<file path="src/rtl/vga_capture_640x480.sv">
// VGA 640x480 capture: rebuilds pixel coordinates from hsync/vsync edges, locks onto the timing, streams active pixels.
// Optional per-frame CRC-16-CCITT over the pixel stream when VGA_CAPTURE_CRC_EN is defined.
`timescale 1ns/1ps
module vga_capture_640x480 #(
  parameter int H_TOTAL     = 800,
  parameter int V_TOTAL     = 521,
  parameter int H_ACT_START = 144,
  parameter int H_ACTIVE    = 640,
  parameter int V_ACT_START = 31,
  parameter int V_ACTIVE    = 480,
  parameter int LOCK_FRAMES = 2
) (
  input  logic       clk,
  input  logic       clr,
  input  logic       hsync,
  input  logic       vsync,
  input  logic [2:0] red,
  input  logic [2:0] green,
  input  logic [1:0] blue,
  output logic       pix_valid,
  output logic [9:0] pix_x,
  output logic [9:0] pix_y,
  output logic [7:0] pix_rgb,
  output logic       frame_start,
  output logic       locked,
  output logic [7:0] err_count
`ifdef VGA_CAPTURE_CRC_EN
  ,
  output logic [15:0] frame_crc,
  output logic        crc_valid
`endif
);

  typedef enum logic [1:0] {UNLOCKED, ACQUIRE, LOCKED} state_t;

  state_t      state, state_next;
  logic [7:0]  good_cnt, good_cnt_next;
  logic        err_inc;

  logic        s_hs, s_vs, s_hs_d, vs_line;
  logic [7:0]  s_rgb;
  logic [9:0]  hcnt, vcnt, cur_h, cur_v;
  logic        seen_line, seen_frame;
  logic        hs_fall, frame_edge, bad_line, bad_frame;
  logic [10:0] line_len, frame_len;
  logic        pix_hit;

  // cur_h/cur_v are the coordinates of the sample currently in s_*; hcnt/vcnt hold the previous sample's.
  always_comb begin
    hs_fall    = s_hs_d & ~s_hs;
    frame_edge = hs_fall & vs_line & ~s_vs;
    line_len   = {1'b0, hcnt} + 11'd1;
    frame_len  = {1'b0, vcnt} + 11'd1;
    bad_line   = hs_fall & seen_line & (line_len != 11'(H_TOTAL));
    bad_frame  = frame_edge & seen_frame & (frame_len != 11'(V_TOTAL));
    cur_h      = hs_fall ? 10'd0 : ((hcnt == 10'h3FF) ? hcnt : hcnt + 10'd1);
    if (frame_edge)
      cur_v = 10'd0;
    else if (hs_fall)
      cur_v = (vcnt == 10'h3FF) ? vcnt : vcnt + 10'd1;
    else
      cur_v = vcnt;
  end

  always_comb begin
    state_next    = state;
    good_cnt_next = good_cnt;
    err_inc       = 1'b0;
    unique case (state)
      UNLOCKED: begin
        if (frame_edge && !bad_line && !bad_frame) begin
          state_next    = ACQUIRE;
          good_cnt_next = 8'd0;
        end
      end
      ACQUIRE: begin
        if (bad_line || bad_frame) begin
          state_next = UNLOCKED;
        end else if (frame_edge) begin
          good_cnt_next = good_cnt + 8'd1;
          if (good_cnt_next == 8'(LOCK_FRAMES))
            state_next = LOCKED;
        end
      end
      LOCKED: begin
        if (bad_line || bad_frame) begin
          state_next = UNLOCKED;
          err_inc    = 1'b1;
        end
      end
      default: state_next = UNLOCKED;
    endcase
  end

  always_ff @(posedge clk) begin
    if (clr) begin
      state    <= UNLOCKED;
      good_cnt <= 8'd0;
    end else begin
      state    <= state_next;
      good_cnt <= good_cnt_next;
    end
  end

  // Using state_next makes pix_valid and locked drop on the same cycle.
  always_comb begin
    pix_hit = (state_next == LOCKED) &&
              (cur_h >= 10'(H_ACT_START)) && (cur_h < 10'(H_ACT_START + H_ACTIVE)) &&
              (cur_v >= 10'(V_ACT_START)) && (cur_v < 10'(V_ACT_START + V_ACTIVE));
  end

  always_ff @(posedge clk) begin
    if (clr) begin
      s_hs        <= 1'b1;
      s_vs        <= 1'b1;
      s_hs_d      <= 1'b1;
      vs_line     <= 1'b1;
      s_rgb       <= 8'd0;
      hcnt        <= 10'd0;
      vcnt        <= 10'd0;
      seen_line   <= 1'b0;
      seen_frame  <= 1'b0;
      locked      <= 1'b0;
      frame_start <= 1'b0;
      err_count   <= 8'd0;
      pix_valid   <= 1'b0;
      pix_x       <= 10'd0;
      pix_y       <= 10'd0;
      pix_rgb     <= 8'd0;
    end else begin
      s_hs        <= hsync;
      s_vs        <= vsync;
      s_rgb       <= {red, green, blue};
      s_hs_d      <= s_hs;
      hcnt        <= cur_h;
      vcnt        <= cur_v;
      if (hs_fall) begin
        vs_line   <= s_vs;
        seen_line <= 1'b1;
      end
      if (frame_edge)
        seen_frame <= 1'b1;
      locked      <= (state_next == LOCKED);
      frame_start <= frame_edge;
      if (err_inc && (err_count != 8'hFF))
        err_count <= err_count + 8'd1;
      pix_valid   <= pix_hit;
      if (pix_hit) begin
        pix_x   <= cur_h - 10'(H_ACT_START);
        pix_y   <= cur_v - 10'(V_ACT_START);
        pix_rgb <= s_rgb;
      end
    end
  end

`ifdef VGA_CAPTURE_CRC_EN
  function automatic logic [15:0] crc16_byte(input logic [15:0] crc_in, input logic [7:0] data);
    logic [15:0] c;
    c = crc_in;
    for (int i = 7; i >= 0; i--) begin
      if (c[15] ^ data[i])
        c = {c[14:0], 1'b0} ^ 16'h1021;
      else
        c = {c[14:0], 1'b0};
    end
    return c;
  endfunction

  logic [15:0] crc_acc;
  logic        frame_ok;

  // frame_ok stays set only if the capture was locked on every cycle since the last frame edge.
  always_ff @(posedge clk) begin
    if (clr) begin
      crc_acc   <= 16'hFFFF;
      frame_ok  <= 1'b0;
      frame_crc <= 16'd0;
      crc_valid <= 1'b0;
    end else begin
      crc_valid <= frame_edge & frame_ok & (state_next == LOCKED);
      if (frame_edge) begin
        if (frame_ok && (state_next == LOCKED))
          frame_crc <= crc_acc;
        crc_acc  <= 16'hFFFF;
        frame_ok <= (state_next == LOCKED);
      end else begin
        frame_ok <= frame_ok & (state_next == LOCKED);
        if (pix_hit)
          crc_acc <= crc16_byte(crc_acc, s_rgb);
      end
    end
  end
`endif

endmodule

</file>
<file path="config.mk">
export PLATFORM = sky130hd
export DESIGN_NAME = vga_capture_640x480
export DESIGN_NICKNAME = d
export VERILOG_FILES = /design/src/rtl/vga_capture_640x480.sv
export SDC_FILE = /design/constraint.sdc
export NUM_CORES = 1
export LEC_CHECK = 0
export CAP_MARGIN = 15
export CORE_ASPECT_RATIO = 2
export CORE_MARGIN = 2
export CORE_UTILIZATION = 45
export DETAILED_ROUTE_END_ITERATION = 12
export DONT_BUFFER_PORTS = 1
export MAX_ROUTING_LAYER = met4
export SLEW_MARGIN = 20
export SYNTH_ARGS = -nofsm -noshare
export SYNTH_HDL_FRONTEND = slang
export SYNTH_SLANG_ARGS = --single-unit
</file>
<file path="constraint.sdc">
create_clock -name clk -period 6 [get_ports clk]
set_clock_uncertainty 0.05 [all_clocks]
set_input_delay 1.2 -clock clk [delete_from_list [all_inputs] [get_ports clk]]
set_output_delay 1.2 -clock clk [all_outputs]
set_load 0.02 [all_outputs]
</file>
==> results of run 1 <==
==> where the power goes <==
part	internal (W)	leakage, nW	switching [W]
Clock	0.000372	0.159	0.000237
Combinational	0.0000120	0.805	0.0000170
Sequential	0.000558	0.673	0.00000623
==> worst min-delay path: stages (launching register included) <==
cell     delay, ns
dfxtp_1       0.30
nand4_1       0.06
a21oi_1       0.05
==> flip-flops by register name, indices dropped and copies added (netlist names), 2 cells and up <==
name and flops:
hcnt 10, err_count 8, pix_y 10, s_rgb 8, good_cnt 8, pix_x 10
pix_rgb 8, vcnt 10, state 2
==> per-layer routing <==
| metal | wire, um | global-route usage (%) | up-vias | part of all wire (%) |
|---|---|---|---|---|
| met5 | 0 | - | - | 0 |
| met1 | 4740 | 28.3 | 1699 | 47 |
| met2 | 4650 | 28.5 | 87 | 46 |
| met4 | 191 | 6.99 | 0 | 1.9 |
| met3 | 436 | 3.93 | 18 | 4.4 |
| li1 | - | - | 1850 | - |
==> how the worst min path moves through the flow <==
stage	slack, ns	to	from	cells after the start
after floorplan	0.38	pix_rgb[0]$_SDFFE_PP0P_	s_rgb[0]$_SDFF_PP0_	2
after global placement	0.38	pix_rgb[1]$_SDFFE_PP0P_	s_rgb[1]$_SDFF_PP0_	2
after detailed placement	0.39	pix_rgb[1]$_SDFFE_PP0P_	s_rgb[1]$_SDFF_PP0_	2
after CTS	0.40	pix_rgb[7]$_SDFFE_PP0P_	s_rgb[7]$_SDFF_PP0_	2
after global routing	0.42	pix_rgb[1]$_SDFFE_PP0P_	s_rgb[1]$_SDFF_PP0_	2
final	0.39	pix_rgb[1]$_SDFFE_PP0P_	s_rgb[1]$_SDFF_PP0_	2
==> area by class of cell <==
cell class / count / area share (%)
sequential: 83 / 35.5
tap: 106 / 2.83
multi-input combinational: 374 / 53.5
inverter: 9 / 0.722
clock inverter: 7 / 2.25
timing repair buffer: 2 / 0.321
clock buffer: 9 / 4.81
==> cell families after synthesis <==
logic type	Yosys count	share of synthesized area (%)
simple gates	196	25.2
compound gates	134	21.2
flops	83	38.0
buf+inv	46	5.06
xor+xnor	19	3.80
mux	16	4.17
fa+ha+maj	9	2.57
==> placed cells by master, fill, tap and decap left out, types with 3 or more instances in the layout <==
cell and n:
dfxtp_1 83, nor2_1 38, a21oi_1 28, nand2_1 24, nand4_1 23, o21ai_0 20
nor2b_1 20, a31oi_1 16, xnor2_1 15, nor3_1 15, o31ai_1 15, nand3_1 14
and2_1 10, inv_1 9, a211oi_1 9, or3_1 9, ha_1 9, clkbuf_16 9
mux2i_1 7, and4_1 6, and3_1 6, nor4_1 6, mux2_1 6, o21a_1 5
a211o_1 5, or2_2 5, o211ai_1 5, a311oi_1 5, xor2_1 4, a41oi_1 3
nand3b_1 3, a31o_2 3, inv_6 3
==> through the flow <==
stage / setup slack (ns) / cell area (um^2) / instances / hold slack (ns)
after detailed placement: 2.04 / 4350 / 574 / 0.387
final: 2.00 / 4680 / 590 / 0.395
after global placement: 2.13 / 4350 / 574 / 0.381
after CTS: 2.03 / 4680 / 590 / 0.396
after global routing: 1.67 / 4680 / 590 / 0.420
after floorplan: 2.82 / 4380 / 503 / 0.382
==> impl_metrics.ini, run 1 <==
[power]
vdd_drop_max_mv = 0.193
total_power_w = 0.00120
powerDensity_nw_per_um2 = 257
p_leak_nw = 1.64

[floorplanning]
die-area_um2 = 10600
initial_core_util_pct = 45.7
fp-row-count = 51
dieWidth_um = 73.7
coreArea_um2 = 9570
pin_count = 51
die_height_um = 143

[timing]
period_share_pct = 66.7
final_max_slew_viol_count = 0
max_freq_ghz = 0.250
rsz0062_at_grt = no
max_slew_margin_pct = 26.7
hold_viol = 0
period_needed_ns = 4.00
setup_viol = 0
tns_ns = 0
tightest_slew_ns = 1.10

[yosys]
yosysMostFrequentCell = dfxtp_1
yosysTopAreaCell = dfxtp_1
synth_top_cell_area_share_pct = 38.0
yosysUniqueCellTypes = 65
synth_area_um2 = 4380
yosys_warnings = 0
syn_avg_cell_area_um2 = 8.70
ys_seq_elements = 83
synthTopCellsByArea = dfxtp_1 (38%), nand4_1 (3.3%), nor2_1 (3.3%)
netlist_instances = 503
synth_edf_count = 0
syn_nets = 524
synthArstFlopShare_pct = 0
ys_seq_area_share_pct = 38.0
synth_ff_type = dfxtp_1
synth_common_cells = dfxtp_1 (83), nor2_1 (38), a21oi_1 (28)

[setup_path]
crit_slowest_cell = o311a_1
path_common_cell = ha_1
cp_num_buf_inv = 0
endpoint = pix_x[1]$_SDFFE_PP0P_
cp.depth = 10
crit_start = hcnt[0]$_SDFF_PP0_
worst_path_dominant_cell_family = compound AO/OA/AOI/OAI gates
critPathKind = reg2reg
rrSetupSlack_ns = 2.00
slowest_delay_ns = 0.72
crit_arrival_ns = 4.18
r2r-end = pix_x[1]$_SDFFE_PP0P_
critPathLaunchType = flop
cp.required_ns = 6.17
reg2reg_from = hcnt[0]$_SDFF_PP0_
end_kind = flop
rr_worst_depth = 10
cp_max_fo = 20
worstPathCellList = ha_1 -> and2_1 -> and3_1 -> o31ai_1 -> ha_1 -> nand3b_1 -> nor4_1 -> o311a_1 -> nand3_2 -> mux2_1

[clock_tree]
cts_buffers = 9
cts_setup_buffers = 0
htreeDepth = 3
cts_hold_buf = 0
root_buffer = clkbuf_16
clk_transition_reported_paths_ns = 0.07
clk_latency_ns = 0.34
clockBufferDepth = 2
cts-resized-gates = 0
cts_tree = built
cts_sinks = 83

[layout]
finalCoreUtilization_pct = 48.9
regArea_um2 = 1660
multiInputGateArea_um2 = 2500
drive_gt1_share_pct = 8.26
antenna_cells = 0
num-fill-cells = 917
nets = 500
area_growth_pct = 6.92

[place]
port_buffers = 0
place_congestion = 0.859
dp_hpwl_mm = 6.98

[detailed_routing]
vias = 3654
vias_per_cell = 6.19
postRouteWirelength_mm = 10.0
wl_per_cell_um = 17.0
drt-pass1-iter-count = 5
drt-initial-drc-count = 258
ant_nets = 0
post-route-drc-count = 0

[global_route]
antenna_found_initial = 0
grt_use_total_pct = 20.1
grt_pass1_wl_mm = 16.4
grt_max_degree = 77
grt_pass1_vias = 3333
grt-ovfl-total = 0

[outcome]
outcome = finished, final reports clean

[worst_hold_path]
hp-class = reg2reg

[flow_run]
drv_cap = 0
(Power assumes the default switching activity.)
==> run 2, diff against run 1 <==
- clock period: 6 -> 3.6 ns (I/O delays scaled with it)
==> run 2 against run 1 <==
Against the previous run: sequential share of layout area fell by 0.87 points; global-route usage rose by 0.27 points; final cell count rose by 2.5%; largest cell class unchanged; critical endpoint is now pix_x[8]$_SDFFE_PP0P_; combinational power rose by 70%; flip-flop and latch count did not move; non-clock buffer count rose by 15; fmax rose by 23%; worst setup slack got worse by 1.7 ns.
==> impl_metrics.ini, run 2 (synthesis gave the netlist of run 1 again) <==
[outcome]
outcome = finished, final reports clean

[global_route]
grt_use_total_pct = 20.4
grt_pass1_vias = 3334
antenna_found_initial = 0
grt_max_degree = 77
grt-ovfl-total = 0
grt_pass1_wl_mm = 16.4

[detailed_routing]
vias_per_cell = 6.15
ant_nets = 0
vias = 3722
drt-pass1-iter-count = 4
drt-initial-drc-count = 301
wl_per_cell_um = 17.0
postRouteWirelength_mm = 10.3
post-route-drc-count = 0

[floorplanning]
die-area_um2 = 10600
die_height_um = 143
pin_count = 51
initial_core_util_pct = 45.7
fp-row-count = 51
coreArea_um2 = 9570
dieWidth_um = 73.7

[layout]
layout_commonest_cell = dfxtp_1
regArea_um2 = 1660
multiInputGateArea_um2 = 2510
mostFrequentLayoutCells = dfxtp_1 (83), nor2_1 (38), a21oi_1 (28)
nets = 515
drive_gt1_share_pct = 11.4
num-fill-cells = 920
area_growth_pct = 9.61
antenna_cells = 0

[clock_tree]
root_buffer = clkbuf_16
clockBufferDepth = 2
clk_latency_ns = 0.34
cts_tree = built
htreeDepth = 3
cts_buffers = 9
clk_transition_reported_paths_ns = 0.06
cts_sinks = 83

[setup_path]
r2r-end = pix_x[8]$_SDFFE_PP0P_
rr_worst_depth = 12
crit_slowest_cell = dfxtp_1
cp_num_buf_inv = 1
path_common_cell = o21ai_0
worstPathCellList = ha_2 -> and2_2 -> nand3_1 -> o21ai_0 -> nand2_1 -> o21ai_0 -> ha_1 -> nand4_1 -> mux2_2 -> buf_4 -> a31oi_1 -> a311oi_1
slowest_delay_ns = 0.46
crit_arrival_ns = 3.45
worst_path_dominant_cell_family = compound AO/OA/AOI/OAI gates
reg2reg_from = vcnt[0]$_SDFF_PP0_
critPathLaunchType = flop
cp_max_fo = 19
end_kind = flop
rrSetupSlack_ns = 0.35
cp.required_ns = 3.79
critPathKind = reg2reg

[power]
total_power_w = 0.00201
p_leak_nw = 1.70
vdd_drop_max_mv = 0.391
powerDensity_nw_per_um2 = 418

[place]
dp_hpwl_mm = 7.13
port_buffers = 0
place_congestion = 0.900

[timing]
hold_viol = 0
setup_viol = 0
rsz0062_at_grt = no
tns_ns = 0
max_slew_margin_pct = 55.9
period_share_pct = 90.4
tightest_slew_ns = 0.657
period_needed_ns = 3.25
max_freq_ghz = 0.307
final_max_slew_viol_count = 0

[worst_hold_path]
hp-class = in2reg
min_to = pix_rgb[2]$_SDFFE_PP0P_
worstHoldPathCells = 1
holdCritStartpoint = clr

[flow_run]
drv_cap = 0
[run 2: cell types whose count changed in the layout (fill, tap and decap cells not counted)]
| cell | before | now |
|---|---|---|
| ha_2 | 0 | 1 |
| buf_4 | 2 | 17 |
| ha_1 | 9 | 8 |
| inv_6 | 3 | 1 |
| inv_8 | 1 | 2 |
| clkinvlp_4 | 1 | 2 |
| and2_1 | 10 | 9 |
| and2_2 | 0 | 1 |
[run 2: stage by stage]
step	util (%)	setup slack [ns]	hold WS (ns)	cell area, um^2	instances
final	50.1	0.346	0.391	4800	605
after floorplan	-	0.416	0.382	4380	503
after global placement	46.4	0.335	0.378	4450	587
after detailed placement	46.4	0.221	0.390	4450	587
after CTS	49.9	0.198	0.384	4780	603
after global routing	50.1	0.0436	0.385	4800	605
[run 2: area by class of cell]
cell class,instances,share of cell area (%)
inverters,9,0.704
clock inverters,7,2.22
repair buffers,17,2.66
well taps,106,2.77
multi-input cells,374,52.3
clock buffers,9,4.70
flip-flops and latches,83,34.6
[run 2: per-layer routing]
metal	share of wire (%)	track usage, %
met2	47	29.8
met1	48	27.5
met5	0	-
met3	3.3	3.72
met4	1.9	8.23
[run 2: report_power, final]
| part | switching [W] | total, W | internal (W) |
|---|---|---|---|
| clock network | 0.000398 | 0.00102 | 0.000619 |
| logic | 0.0000280 | 0.0000493 | 0.0000213 |
| registers | 0.0000105 | 0.000941 | 0.000930 |
| total | 0.000436 | 0.00201 | 0.00157 |
[run 2: worst max-delay path by stage]
stage                  startpoint                      end  slack (ns)  cells after the start
2_1_floorplan  hcnt[0]$_SDFF_PP0_  pix_rgb[0]$_SDFFE_PP0P_        0.42                     11
3_3_place_gp   vcnt[0]$_SDFF_PP0_    pix_y[0]$_SDFFE_PP0P_        0.33                     11
3_5_place_dp   vcnt[0]$_SDFF_PP0_    pix_x[5]$_SDFFE_PP0P_        0.22                     12
4_1_cts        vcnt[0]$_SDFF_PP0_    pix_x[8]$_SDFFE_PP0P_        0.20                     12
5_1_grt        vcnt[0]$_SDFF_PP0_    pix_y[4]$_SDFFE_PP0P_        0.04                     12
6_report       vcnt[0]$_SDFF_PP0_    pix_x[8]$_SDFFE_PP0P_        0.35                     12
[run 2: repair_timing]
action,CTS,global route
hold buffers,0,0
setup buffers,0,2
setup endpoints to repair,0,17
gates resized for setup,0,2
hold endpoints to repair,0,0
